===== src/rtl/usb_pkg.sv =====
// Shared USB constants: PIDs, bit timing default, CRC5 parameters and the token TX state type.
package usb_pkg;

  localparam int unsigned ClksPerBitDef = 4;

  localparam logic [3:0] PidOut   = 4'b0001;
  localparam logic [3:0] PidIn    = 4'b1001;
  localparam logic [3:0] PidSetup = 4'b1101;

  localparam logic [7:0] SyncByte = 8'h80;

  localparam logic [4:0] Crc5Poly = 5'b00101;
  localparam logic [4:0] Crc5Seed = 5'b11111;

  // Consecutive raw ones that force a stuffed zero.
  localparam int unsigned StuffRun = 6;

  typedef enum logic [1:0] {
    StIdle,
    StSyncPid,
    StToken,
    StEop
  } tok_state_e;

  // One step of the serial CRC5 LFSR; data enters LSB-first.
  function automatic logic [4:0] crc5_step(input logic [4:0] crc, input logic din);
    return {crc[3:0], 1'b0} ^ ((crc[4] ^ din) ? Crc5Poly : 5'b00000);
  endfunction

endpackage


===== src/rtl/usb_nrzi_stuffer.sv =====
// NRZI line encoder with bit stuffing. Owns the J/K line state and the run-of-ones counter;
// stall_o tells the shifter that the next strobe will be spent on a stuffed zero.
module usb_nrzi_stuffer
  import usb_pkg::*;
(
  input  logic clk_i,
  input  logic rst_ni,
  input  logic clr_i,
  input  logic bit_valid_i,
  input  logic bit_i,
  output logic stall_o,
  output logic line_o
);

  logic       line_q, line_d;
  logic [2:0] ones_q, ones_d;

  assign stall_o = (ones_q == 3'(StuffRun));
  assign line_o  = line_q;

  always_comb begin
    line_d = line_q;
    ones_d = ones_q;
    if (clr_i) begin
      line_d = 1'b1;
      ones_d = '0;
    end else if (bit_valid_i) begin
      if (stall_o || !bit_i) begin
        // A stuffed zero and a real zero both toggle the line and end the run.
        line_d = ~line_q;
        ones_d = '0;
      end else begin
        ones_d = ones_q + 3'd1;
      end
    end
  end

  always_ff @(posedge clk_i or negedge rst_ni) begin
    if (!rst_ni) begin
      line_q <= 1'b1;
      ones_q <= '0;
    end else begin
      line_q <= line_d;
      ones_q <= ones_d;
    end
  end

endmodule


===== src/rtl/usb_token_tx.sv =====
// Full-speed USB token packet transmitter: SYNC, PID, addr, endp, CRC5, NRZI with bit stuffing,
// then EOP. The first line state is driven in the cycle right after an accepted start.
module usb_token_tx
  import usb_pkg::*;
#(
  parameter int unsigned CLKS_PER_BIT = ClksPerBitDef
) (
  input  logic       clk_48,
  input  logic       rst_n,
  input  logic       start,
  input  logic [3:0] token_pid,
  input  logic [6:0] addr,
  input  logic [3:0] endp,
  output logic       busy,
  output logic       done,
  output logic       tx_en,
  output logic       tx_j,
  output logic       tx_se0
);

  localparam int unsigned TimerW = (CLKS_PER_BIT > 1) ? $clog2(CLKS_PER_BIT) : 1;
  localparam logic [TimerW-1:0] TimerLast = TimerW'(CLKS_PER_BIT - 1);
  localparam logic [3:0] LastBit  = 4'd15;
  localparam logic [3:0] CrcFirst = 4'd11;

  tok_state_e        state_q, state_d;
  logic [TimerW-1:0] timer_q, timer_d;
  logic [3:0]        bit_q, bit_d;
  logic [14:0]       sh_q, sh_d;
  logic [4:0]        crc_q, crc_d;
  logic [6:0]        addr_q, addr_d;
  logic [3:0]        endp_q, endp_d;
  logic              tx_en_q, tx_en_d;
  logic              tx_se0_q, tx_se0_d;
  logic              busy_q, busy_d;
  logic              done_q, done_d;

  logic       tick;
  logic [3:0] nxt_bit;
  logic       bit_stb;
  logic       bit_raw;
  logic       stuff_clr;
  logic       stall;
  logic       line;

  assign tick    = (timer_q == TimerLast);
  assign nxt_bit = bit_q + 4'd1;

  always_comb begin
    state_d   = state_q;
    timer_d   = timer_q;
    bit_d     = bit_q;
    sh_d      = sh_q;
    crc_d     = crc_q;
    addr_d    = addr_q;
    endp_d    = endp_q;
    tx_en_d   = tx_en_q;
    tx_se0_d  = tx_se0_q;
    busy_d    = busy_q;
    done_d    = 1'b0;
    bit_stb   = 1'b0;
    bit_raw   = 1'b0;
    stuff_clr = 1'b0;

    if (state_q != StIdle) begin
      timer_d = tick ? '0 : timer_q + 1'b1;
    end

    unique case (state_q)
      StIdle: begin
        if (start) begin
          state_d = StSyncPid;
          busy_d  = 1'b1;
          tx_en_d = 1'b1;
          timer_d = '0;
          bit_d   = '0;
          crc_d   = Crc5Seed;
          addr_d  = addr;
          endp_d  = endp;
          // Bit 0 goes straight to the encoder; the remaining 15 wait in the shifter.
          {sh_d, bit_raw} = {~token_pid, token_pid, SyncByte};
          bit_stb = 1'b1;
        end
      end

      StSyncPid: begin
        if (tick) begin
          bit_stb = 1'b1;
          if (stall) begin
            bit_raw = 1'b0;
          end else if (bit_q == LastBit) begin
            state_d = StToken;
            bit_d   = '0;
            sh_d    = {5'b00000, endp_q, addr_q[6:1]};
            bit_raw = addr_q[0];
            crc_d   = crc5_step(crc_q, addr_q[0]);
          end else begin
            bit_d   = nxt_bit;
            bit_raw = sh_q[0];
            sh_d    = sh_q >> 1;
          end
        end
      end

      StToken: begin
        if (tick) begin
          if (stall) begin
            bit_stb = 1'b1;
          end else if (bit_q == LastBit) begin
            state_d   = StEop;
            bit_d     = '0;
            stuff_clr = 1'b1;
            tx_se0_d  = 1'b1;
          end else begin
            bit_stb = 1'b1;
            bit_d   = nxt_bit;
            if (nxt_bit < CrcFirst) begin
              bit_raw = sh_q[0];
              sh_d    = sh_q >> 1;
              crc_d   = crc5_step(crc_q, sh_q[0]);
            end else begin
              // CRC goes out inverted, MSB first; shifting left exposes the next bit.
              bit_raw = ~crc_q[4];
              crc_d   = {crc_q[3:0], 1'b0};
            end
          end
        end
      end

      StEop: begin
        if (tick) begin
          if (bit_q == 4'd2) begin
            state_d = StIdle;
            bit_d   = '0;
            tx_en_d = 1'b0;
            busy_d  = 1'b0;
            done_d  = 1'b1;
          end else begin
            bit_d    = nxt_bit;
            tx_se0_d = (bit_q == 4'd0);
          end
        end
      end

      default: state_d = StIdle;
    endcase
  end

  always_ff @(posedge clk_48 or negedge rst_n) begin
    if (!rst_n) begin
      state_q  <= StIdle;
      timer_q  <= '0;
      bit_q    <= '0;
      sh_q     <= '0;
      crc_q    <= Crc5Seed;
      addr_q   <= '0;
      endp_q   <= '0;
      tx_en_q  <= 1'b0;
      tx_se0_q <= 1'b0;
      busy_q   <= 1'b0;
      done_q   <= 1'b0;
    end else begin
      state_q  <= state_d;
      timer_q  <= timer_d;
      bit_q    <= bit_d;
      sh_q     <= sh_d;
      crc_q    <= crc_d;
      addr_q   <= addr_d;
      endp_q   <= endp_d;
      tx_en_q  <= tx_en_d;
      tx_se0_q <= tx_se0_d;
      busy_q   <= busy_d;
      done_q   <= done_d;
    end
  end

  usb_nrzi_stuffer u_stuffer (
    .clk_i      (clk_48),
    .rst_ni     (rst_n),
    .clr_i      (stuff_clr),
    .bit_valid_i(bit_stb),
    .bit_i      (bit_raw),
    .stall_o    (stall),
    .line_o     (line)
  );

  assign busy   = busy_q;
  assign done   = done_q;
  assign tx_en  = tx_en_q;
  assign tx_se0 = tx_se0_q;
  assign tx_j   = line;

endmodule


===== config.mk =====
export PLATFORM = sky130hd
export DESIGN_NAME = usb_token_tx
export DESIGN_NICKNAME = d
export VERILOG_FILES = /design/src/rtl/usb_pkg.sv /design/src/rtl/usb_nrzi_stuffer.sv /design/src/rtl/usb_token_tx.sv
export SDC_FILE = /design/constraint.sdc
export NUM_CORES = 1
export LEC_CHECK = 0
export BUFFER_PORTS_ARGS = -buffer_cell sky130_fd_sc_hd__buf_2
export CAP_MARGIN = 15
export CORE_MARGIN = 1
export CORE_UTILIZATION = 60
export DETAILED_ROUTE_END_ITERATION = 12
export PLACE_DENSITY_LB_ADDON = 0.15
export RECOVER_POWER = 100
export SYNTH_ARGS = -nofsm -noshare
export SYNTH_HDL_FRONTEND = slang
export SYNTH_SLANG_ARGS = --single-unit

===== constraint.sdc =====
create_clock -name clk_48 -period 4.7 [get_ports clk_48]
set_clock_uncertainty 0.15 [all_clocks]
set_input_delay 0.235 -clock clk_48 [delete_from_list [all_inputs] [get_ports clk_48]]
set_output_delay 0.235 -clock clk_48 [all_outputs]
set_load 0.005 [all_outputs]

==> qor.yml, run 1 <==
status:
  outcome: "complete, but fails checks"
  violations: "max-capacitance violations, max-slew violations"
clocking:
  htree_levels: 2
  clkTransAtPathRegs_ps: 80
  numCtsBuffers: 5
  hold_buffers: 1
  postCtsSetupRepairBufs: 0
  clock-sinks: 46
  clockRootBuffer: "clkbuf_8"
  clockBufferDepth: 2
  cts_tree: "yes"
  clk_latency_ps: 300
  cts_resized: 0
run:
  maxCapViolCount: 2
final_layout:
  num-fill-cells: 353
  regArea_um2: 1160
  final_util_pct: 68.5
  mostFrequentLayoutCells: "dfrtp_1, nand2_1, inv_1"
  drive_gt1_share_pct: 19.2
  final_common_cell: "dfrtp_1"
  syn_to_final_growth_pct: 8.58
  multiInputGateArea_um2: 1450
  finalNetCount: 331
  diodes: 0
  design_area_um2: 3030
global_routing:
  grt_antenna_before_repair: 0
  globalRoute.totalOverflow: 0
  grt_start_max_net_pins: 47
  grt_pass1_vias: 2107
  grt.total_usage_pct: 24.6
  grt_pass1_wl_um: 9650
setup_path:
  worst_setup_path_end_kind: "register"
  critPathMaxFanout: 15
  r2r-start: "bit_q[0]"
  ff2ff_setup_slack_ps: 1330
  critical_path_class: "reg2reg"
  reg2regPathDepth: 7
  setup.worst_path.start_class: "register"
  critPathArrivalTime_ps: 3400
  reg2reg_to: "sh_q[9]"
  required_ps: 4730
detailed_routing:
  antenna_left: 0
  route.met2.wl_um: 2680
  firstDrtPassIters: 4
  drt-total-wl_um: 5520
  top_layer: "met4"
  wl_per_cell_um: 15.6
  vias_per_cell: 6.02
  met3_length_um: 242
  drc: 0
  met1Wirelength_um: 2520
  vias: 2130
  drt-initial-drc-count: 180
floorplanning:
  die_area_um2: 4920
  ios: 23
  die_y_um: 70.1
  rows: 24
  die_w_um: 70.1
  start_util_pct: 63.1
  core_um2: 4410
power:
  pwr-share-clk_pct: 45.8
  internal_power_w: 0.000635
  p_per_area_nw_per_um2: 258
  switching_share_pct: 18.6
  pwr-share-comb_pct: 2.8
  switchingPower_w: 0.000145
  p_leak_nw: 1.37
  ir_drop_mv: 0.227
  p_seq_share_pct: 51.4
place:
  portBuffers: 22
  place_congestion: 0.795
  placed_area_um2: 2880
  place_hpwl_um: 3750
yosys:
  synthesis.area_um2: 2790
  postSynthAreaPerCell_um2: 9.71
  synth_warnings: 0
  ys_seq_area_share_pct: 41.6
  synth_edf_count: 0
  synth_nets: 317
  synth_top_flop_cell: "dfrtp_1"
  async_flop_share_pct: 100
  synth_cell_types: 49
  ys_seq_elements: 46
  synthCells: 287
hold_path:
  whs_endpoint: "addr_q[6]"
  min_path_type: "in2reg"
  whs_path_depth: 2
  hold_start: "addr[6]"
timing:
  final_hold_viol_count: 0
  setup_violations: 0
  min_period_over_period_pct: 71.6
  fmax_mhz: 297
  rsz0062_at_grt: "no"
  worstMarginPinSlew_ps: 2470
  fin_crit_ps: 3370
  finalMaxSlewViolations: 47
  relSlewSlack_pct: -64.6
  tns_ps: 0
worst max path at each step:
stage	startpoint	end	slack (ps)	cells after the start
2_1_floorplan	bit_q[0]	sh_q[6]	2450	7
3_3_place_gp	state_q[0]	sh_q[6]	1820	5
3_5_place_dp	bit_q[0]	sh_q[9]	1780	7
4_1_cts	bit_q[0]	sh_q[9]	1750	7
5_1_grt	bit_q[0]	sh_q[7]	1020	7
6_report	bit_q[0]	sh_q[9]	1330	7
worst max-delay path: stages, from the launching register on:
cell and delay, ps:
dfrtp_1 490, inv_1 130, ha_1 220, o21ai_0 270, a21oi_1 170, a21o_1 210
a211oi_2 1180, mux2_2 430
area by class of cell:
type / instances / share of cell area (%)
Multi-Input combinational cell: 202 / 48.1
Sequential cell: 46 / 38.3
Timing Repair Buffer: 23 / 3.93
Inverter: 23 / 2.85
Clock buffer: 6 / 2.73
Tap cell: 52 / 2.15
Clock inverter: 2 / 1.99
state kept, by name, indices dropped and copies added, names as in the netlist:
signal and cells:
tx_se0 1, u_stuffer.line_o 1, state_q 2, endp_q 4
sh_q 15, crc_q 5, done 1, busy 1
addr_q 7, timer_q 2, u_stuffer.ones_q 3, bit_q 4
Yosys cell counts (3+ instances only):
master    count  area (um2)
inv_1        23        86.3
buf_2         4        20.0
o21ai_0      12        60.1
mux2_2       23         259
nand2_1      27         101
a31oi_1       4        25.0
ha_1         12         150
a21oi_1      16        80.1
nor2_1       16        60.1
o22ai_1       6        37.5
a21o_1        3        22.5
xnor2_1       3        26.3
dfrtp_1      40        1000
clkbuf_1      9        33.8
nand3_1       9        45.0
nand2b_1      3        18.8
mux2i_1      20         200
a21boi_0      3        22.5
dfstp_2       6         158
nor2b_1       5        31.3
a22oi_1       3        22.5
o31ai_1       4        30.0
kinds of logic after synthesis:
| kind of cell | after synthesis | share of synthesized area [%] |
|---|---|---|
| muxes | 44 | 16.9 |
| AOI/OAI and AO/OA | 69 | 16.6 |
| adders and majority gates | 12 | 5.39 |
| and+or+nand+nor | 74 | 12.6 |
| xor gates and xnor gates | 3 | 0.943 |
| DFF | 46 | 41.6 |
| buffers and inverters | 39 | 5.97 |
power groups by stage:
| stage | Combinational (W) | Sequential, W | Clock, W |
|---|---|---|---|
| 6_report | 0.0000219 | 0.000401 | 0.000357 |
| 2_1_floorplan | 0.00000605 | 0.000408 | 0 |
| 3_5_place_dp | 0.0000219 | 0.000408 | 0 |
| 3_3_place_gp | 0.0000213 | 0.000408 | 0 |
| 4_1_cts | 0.0000227 | 0.000401 | 0.000365 |
| 5_1_grt | 0.0000258 | 0.000401 | 0.000378 |
through the flow:
stage          cells  worst slack, ps  hold slack (ps)  total power (W)
2_1_floorplan    287             2450             -211         0.000414
3_3_place_gp     345             1820              307         0.000430
3_5_place_dp     345             1780              307         0.000430
5_1_grt          354             1020             3.05         0.000805
6_report         354             1330             12.5         0.000780
4_1_cts          354             1750             8.45         0.000788
per-layer routing:
| layer | vias up | GRT usage [%] |
|---|---|---|
| met5 | - | 0 |
| met4 | 0 | 7.11 |
| met3 | 8 | 4.47 |
| met2 | 57 | 40.5 |
| met1 | 1021 | 33.5 |
| li1 | 1044 | - |
Power figures use the tool's default switching activity.
==> run 2: changes to the inputs <==
ABC_AREA = 1   (was unset)
CORE_UTILIZATION = 59   (was 60)
clock period = 3.2 ns   (was 4.7 ns; I/O delays follow)
==> run 2 against run 1 <==
Compared with the run above: the run now ends clean; clock power increased by 8.4%; setup slack got worse by 680 ps; via count increased by 8.8%; highest routed layer unchanged.
==> qor.yml, run 2 <==
final_layout:
  mostFrequentLayoutCells: "nand2_1, dfrtp_1, o21ai_0"
  syn_to_final_growth_pct: 12.4
  top_regs: "sh_q (15), addr_q (7), crc_q (5)"
  drive_gt1_share_pct: 13.4  # -5.8 points
  num-fill-cells: 353  # unchanged
  largest_reg_flops: 15  # unchanged
  diodes: 0  # unchanged
  final_cell_count_no_fill: 416  # +18%
  finalNetCount: 395  # +19%
  largest_register: "sh_q"
  final_common_cell: "nand2_1"
power:
  ir_drop_mv: 0.508  # +120%
  p_per_area_nw_per_um2: 908  # +250%
  p_leak_nw: 1.50  # +9.5%
setup_path:
  critical_path_class: "reg2reg"
  worst_setup_path_end_kind: "register"
  critPathMaxFanout: 24  # +9
  critPathArrivalTime_ps: 2590  # -810 ps
  setup.worst_path.start_class: "register"
  required_ps: 3250  # -1480 ps
timing:
  fin_crit_ps: 2550  # -819 ps
  final_hold_viol_count: 0  # unchanged
  fmax_mhz: 392  # +32%
  finalMaxSlewViolations: 0  # -100%
  worstMarginPinSlew_ps: 1000  # -1470 ps
  min_period_over_period_pct: 79.6  # +8.0 points
  rsz0062_at_grt: "no"
  relSlewSlack_pct: 33.3  # +98 points
  setup_violations: 0  # unchanged
  tns_ps: 0  # unchanged
  holdWs_ps: 12.9  # +0.445 ps
floorplanning:
  core_um2: 4140  # -6.1%
  start_util_pct: 63.3  # +0.22 points
  die_y_um: 68.7  # -2.1%
  die_w_um: 68.7  # -2.1%
  die_area_um2: 4720  # -4.1%
  ios: 23  # unchanged
  rows: 23  # -4.2%
yosys:
  synth_top_area_share_pct: 38.1  # +2.2 points
  synthTopCellsByArea: "dfrtp_1, nand2_1, dfstp_2"
  synth_top_flop_cell: "dfrtp_1"
  async_flop_share_pct: 100  # unchanged
  synthesis.area_um2: 2630  # -5.8%
  synth_area_leader_cell: "dfrtp_1"
  synth_edf_count: 0  # unchanged
  postSynthAreaPerCell_um2: 7.93  # -18%
  ys_seq_elements: 46  # unchanged
  ys_seq_area_share_pct: 44.1  # +2.6 points
  synthTopCellsByCount: "nand2_1, dfrtp_1, inv_1"
  synth_cell_types: 35  # -29%
  synth_warnings: 0  # unchanged
  synthCells: 331  # +15%
  synth_nets: 361  # +14%
  yosysMostFrequentCell: "nand2_1"
global_routing:
  grt_pass1_wl_um: 9130  # -5.4%
  grt_antenna_before_repair: 0  # unchanged
  grt_start_max_net_pins: 47  # unchanged
  grt_pass1_vias: 2093  # -0.66%
  globalRoute.totalOverflow: 0  # unchanged
  grt.total_usage_pct: 26.2  # +1.6 points
clocking:
  clkTransAtPathRegs_ps: 100  # +20 ps
  cts_tree: "yes"
  clockBufferDepth: 2  # unchanged
  clockRootBuffer: "clkbuf_8"
  clock-sinks: 46  # unchanged
  numCtsBuffers: 5  # unchanged
  htree_levels: 2  # unchanged
  clk_latency_ps: 300  # about the same
detailed_routing:
  vias: 2317  # +8.8%
  drt-total-wl_um: 5650  # +2.3%
  wl_per_cell_um: 13.6  # -13%
  drt-initial-drc-count: 253  # +41%
  drc: 0  # unchanged
  antenna_left: 0  # unchanged
  vias_per_cell: 5.57  # -7.4%
  firstDrtPassIters: 5  # +1
place:
  place_congestion: 0.935  # +18%
  place_hpwl_um: 3840  # +2.2%
  portBuffers: 22  # unchanged
  dp.cells: 394  # +14%
hold_path:
  min_path_type: "in2reg"
status:
  outcome: "complete, no violations"
run:
  maxCapViolCount: 0  # -2
-- run 2: where the power goes --
group          leakage [nW]  switching, W  total [W]  internal [W]
combinational         0.869      0.000908    0.00133      0.000421
clock                0.0495      0.000224   0.000387      0.000163
sequential            0.578      0.000138   0.000963      0.000825
total                  1.50       0.00127    0.00268       0.00141
-- run 2: path summary, 6_finish.rpt --
| path | start | endpoint | slack, ps | cells after the start |
|---|---|---|---|---|
| max in group asynchronous | rst_n | sh_q[10] | 1870 | 2 |
| setup / recovery | state_q[0] | sh_q[13] | 650 | 11 |
| setup reg to reg | state_q[0] | sh_q[13] | 650 | 11 |
| min in group asynchronous | rst_n | bit_q[2] | 410 | 2 |
| hold reg to reg | timer_q[0] | timer_q[0] | 330 | 1 |
| hold / removal | token_pid[1] | sh_q[12] | 10 | 4 |
-- run 2: critical path, stage by stage, from the launching register on --
cell,delay [ps]
dfrtp_1,420
inv_1,110
ha_1,390
clkinvlp_2,380
nor2_4,260
nor2_2,40
nand2_1,70
nor3_1,60
nand2_4,210
inv_1,180
nand2_1,100
nand2_1,60
-- run 2: repair_timing --
item                       CTS  global route
hold endpoints to repair    53             0
buffers inserted             0             0
resized for setup            0             0
setup endpoints to repair    0             0
hold buffers                14             0
-- run 2: metrics by stage --
step	total power [W]	setup slack (ps)	area [um2]	util [%]
floorplan	0.00205	1440	2630	-
detailed placement	0.00231	961	2730	65.9
CTS	0.00271	944	2970	71.6
global placement	0.00227	1000	2730	65.9
global route	0.00291	412	2950	71.2
finish	0.00268	652	2950	71.2
-- run 2: layout make-up --
cell class / count / area, um2 / area share, %
clock buffer: 5 / 68.8 / 2.33
clock inverter: 3 / 26.3 / 0.891
inverter: 29 / 110 / 3.73
multi-input combinational: 246 / 1270 / 43.1
sequential: 46 / 1160 / 39.3
tap: 50 / 62.6 / 2.12
timing repair buffer: 37 / 253 / 8.57
-- run 2: cells by family (layout without fill, tap and decap cells) --
| logic type | after synthesis | count (layout) | synth area share, % |
|---|---|---|---|
| compound gates | 57 | 57 | 12.9 |
| mux | 1 | 1 | 0.381 |
| buf+inv | 39 | 74 | 7.01 |
| xor+xnor | 2 | 2 | 0.667 |
| simple gates | 174 | 174 | 29.2 |
| flops | 46 | 46 | 44.1 |
| fa+ha+maj | 12 | 12 | 5.72 |
-- run 2: routing by layer --
metal / vias to the layer above / track usage, % / part of all wire, %
met4: 0 / 9.69 / 2.1
met5: - / 0 / 0
met2: 93 / 45.3 / 48
met1: 1067 / 32.9 / 44
li1: 1143 / - / -
met3: 14 / 4.44 / 5.2
==> run 3: changes to the inputs <==
ABC_AREA = 0   (was 1)
CORE_UTILIZATION = 60   (was 59)
clock period = 2.6 ns   (was 3.2 ns; I/O delays follow)
==> run 3 against run 2 <==
Compared with the run above: sequential power decreased by 25%; combinational power down 96%; worst hold slack improved by 7.8 ps; power decreased by 55%; clock power rose by 8.5%; final cell count down 8.2%; critical path type unchanged; largest power group is now registers.
==> qor.yml, run 3 (synthesis results as in run 1) <==
status:
  outcome: "complete, no violations"
timing:
  final_hold_viol_count: 0  # unchanged
  worstMarginPinSlew_ps: 1120  # +123 ps
  layout_setup_ws_ps: 146  # -506 ps
  fin_crit_ps: 2450  # -94.0 ps
  rsz0062_at_grt: "no"
  min_period_over_period_pct: 94.4  # +15 points
  tns_ps: 0  # unchanged
  relSlewSlack_pct: 25.1  # -8.2 points
  fmax_mhz: 407  # +3.8%
  finalMaxSlewViolations: 0  # unchanged
  setup_violations: 0  # unchanged
power:
  p_leak_nw: 1.45  # -3.4%
  switching_share_pct: 21.5  # -26 points
  p_per_area_nw_per_um2: 376  # -59%
  switchingPower_w: 0.000258  # -80%
  pwr-share-comb_pct: 4.4  # -45 points
  internal_power_w: 0.000940  # -33%
  pwr-share-clk_pct: 35.1  # +21 points
  ir_drop_mv: 0.314  # -38%
  p_seq_share_pct: 60.5  # +25 points
detailed_routing:
  top_layer: "met4"
  wl_per_cell_um: 15.6  # +15%
  vias: 2254  # -2.7%
  met3_length_um: 238  # -19%
  route.met2.wl_um: 3040  # +11%
  vias_per_cell: 5.90  # +5.9%
  drc: 0  # unchanged
  drt-total-wl_um: 5950  # +5.4%
  met1Wirelength_um: 2610  # +4.4%
  firstDrtPassIters: 4  # -1
  antenna_left: 0  # unchanged
  drt-initial-drc-count: 216  # -15%
setup_path:
  r2r-start: "bit_q[1]"
  max_stage_delay_ps: 510  # +90 ps
  reg2reg_to: "u_stuffer.line_o"
  setup.worst_path.start_class: "register"
  path_depth: 6  # -5
  path_buf_inv: 0  # -3
  reg2regPathDepth: 6  # -5
  critical_path_class: "reg2reg"
  worst_setup_path_end_kind: "register"
  cp_cell_sequence: "ha_1, nand3_1, o21ai_0, a311o_1, a21oi_1, mux2_2"
  cp_slowest_cell: "a311o_1"
  path_delay_family: "compound AO/OA/AOI/OAI gates"
  ff2ff_setup_slack_ps: 150  # -510 ps
  critPathMaxFanout: 8  # -67%
  critPathArrivalTime_ps: 2540  # -50 ps
  required_ps: 2690  # -560 ps
hold_path:
  whs_endpoint: "sh_q[10]"
  min_path_type: "in2reg"
  whs_path_depth: 3  # -1
  hold_start: "token_pid[3]"
final_layout:
  final_cell_count_no_fill: 382  # -8.2%
  mostFrequentLayoutCells: "dfrtp_1, nand2_1, inv_1, mux2_2, buf_2"
  largest_register: "sh_q"
  syn_to_final_growth_pct: 14.3
  finalNetCount: 359  # -9.1%
  drive_gt1_share_pct: 20.9  # +7.5 points
  largest_reg_flops: 15  # unchanged
  num-fill-cells: 341  # -3.4%
  top_regs: "sh_q (15), addr_q (7), crc_q (5)"
  diodes: 0  # unchanged
  final_common_cell: "dfrtp_1"
floorplanning:
  die_y_um: 70.1  # +2.1%
  die_w_um: 70.1  # +2.1%
  start_util_pct: 63.1  # -0.22 points
  die_area_um2: 4920  # +4.3%
  ios: 23  # unchanged
  rows: 24  # +4.3%
  core_um2: 4410  # +6.5%
place:
  post-place-ws_ps: 85.3  # -876 ps
  place_congestion: 0.855  # -8.6%
  dp.cells: 361  # -8.4%
  portBuffers: 22  # unchanged
  place_hpwl_um: 4090  # +6.7%
global_routing:
  globalRoute.totalOverflow: 0  # unchanged
  grt_start_max_net_pins: 47  # unchanged
  grt.total_usage_pct: 26.8  # +0.60 points
  grt_antenna_before_repair: 0  # unchanged
  grt_pass1_vias: 2248  # +7.4%
  grt_pass1_wl_um: 10400  # +14%
clocking:
  clockBufferDepth: 2  # unchanged
  clock-sinks: 46  # unchanged
  htree_levels: 2  # unchanged
  numCtsBuffers: 5  # unchanged
  clkTransAtPathRegs_ps: 80  # -20 ps
  clockRootBuffer: "clkbuf_8"
  clk_latency_ps: 300  # about the same
  cts_tree: "yes"
run:
  maxCapViolCount: 0  # unchanged
-- run 3: changes by cell type in the layout (fill, tap and decap cells not counted), sizes merged, moves of 5 or more --
cell	before	now
nand3	23	9
mux2i	1	20
nand4	7	1
inv	31	23
nor2b	0	5
mux2	0	24
nand2	131	27
a21oi	11	16
buf	19	31
a22o	6	1
clkbuf	9	16
o21ai	32	14
nor2	9	16
-- run 3: final cells by class --
type	instances	area (um2)	area share (%)
Clock buffer	8	80.1	2.51
Inverter	23	86.3	2.71
Multi-Input combinational cell	202	1460	45.9
Sequential cell	46	1160	36.4
Tap cell	52	65.1	2.04
Timing Repair Buffer	51	333	10.4
-- run 3: worst max-delay path by stage --
| stage | start | to | slack [ps] |
|---|---|---|---|
| after global placement | bit_q[0] | sh_q[3] | 150 |
| after global routing | bit_q[1] | sh_q[5] | 9 |
| after floorplan | bit_q[0] | sh_q[6] | 350 |
| after CTS | bit_q[0] | sh_q[5] | 20 |
| after detailed placement | bit_q[0] | sh_q[3] | 90 |
| final | bit_q[1] | u_stuffer.line_o | 150 |
-- run 3: timing repair --
action,4_1_cts,5_1_grt
setup endpoints to repair,0,15
buffers inserted,0,1
endpoints found under the hold margin,51,0
hold buffers,12,0
gates resized for setup,0,1
-- run 3: per-layer routing --
| metal | track usage (%) | up-vias |
|---|---|---|
| met5 | 0 | - |
| met2 | 45.4 | 54 |
| met3 | 4.33 | 6 |
| met1 | 35.3 | 1097 |
| met4 | 8.67 | 0 |
| li1 | - | 1097 |
-- run 3: worst reg2reg max path, stage by stage, from the launching register on --
cell	delay [ps]
dfrtp_1	490
ha_1	310
nand3_1	220
o21ai_0	180
a311o_1	510
a21oi_1	190
mux2_2	350
-- run 3: power by group through the flow --
stage	combinational (W)	clock (W)	sequential [W]
floorplan	0.0000109	0	0.000737
global placement	0.0000386	0	0.000738
detailed placement	0.0000402	0	0.000738
CTS	0.0000540	0.000428	0.000725
global route	0.0000599	0.000467	0.000725
finish	0.0000528	0.000420	0.000725
-- run 3: metrics by stage --
step	hold WS, ps	util [%]	area [um2]	total power (W)
2_1_floorplan	-316	-	2790	0.000748
3_3_place_gp	207	68.0	3000	0.000776
3_5_place_dp	203	68.0	3000	0.000779
4_1_cts	13.7	72.5	3200	0.00121
5_1_grt	32.4	72.2	3190	0.00125
6_report	20.7	72.2	3190	0.00120
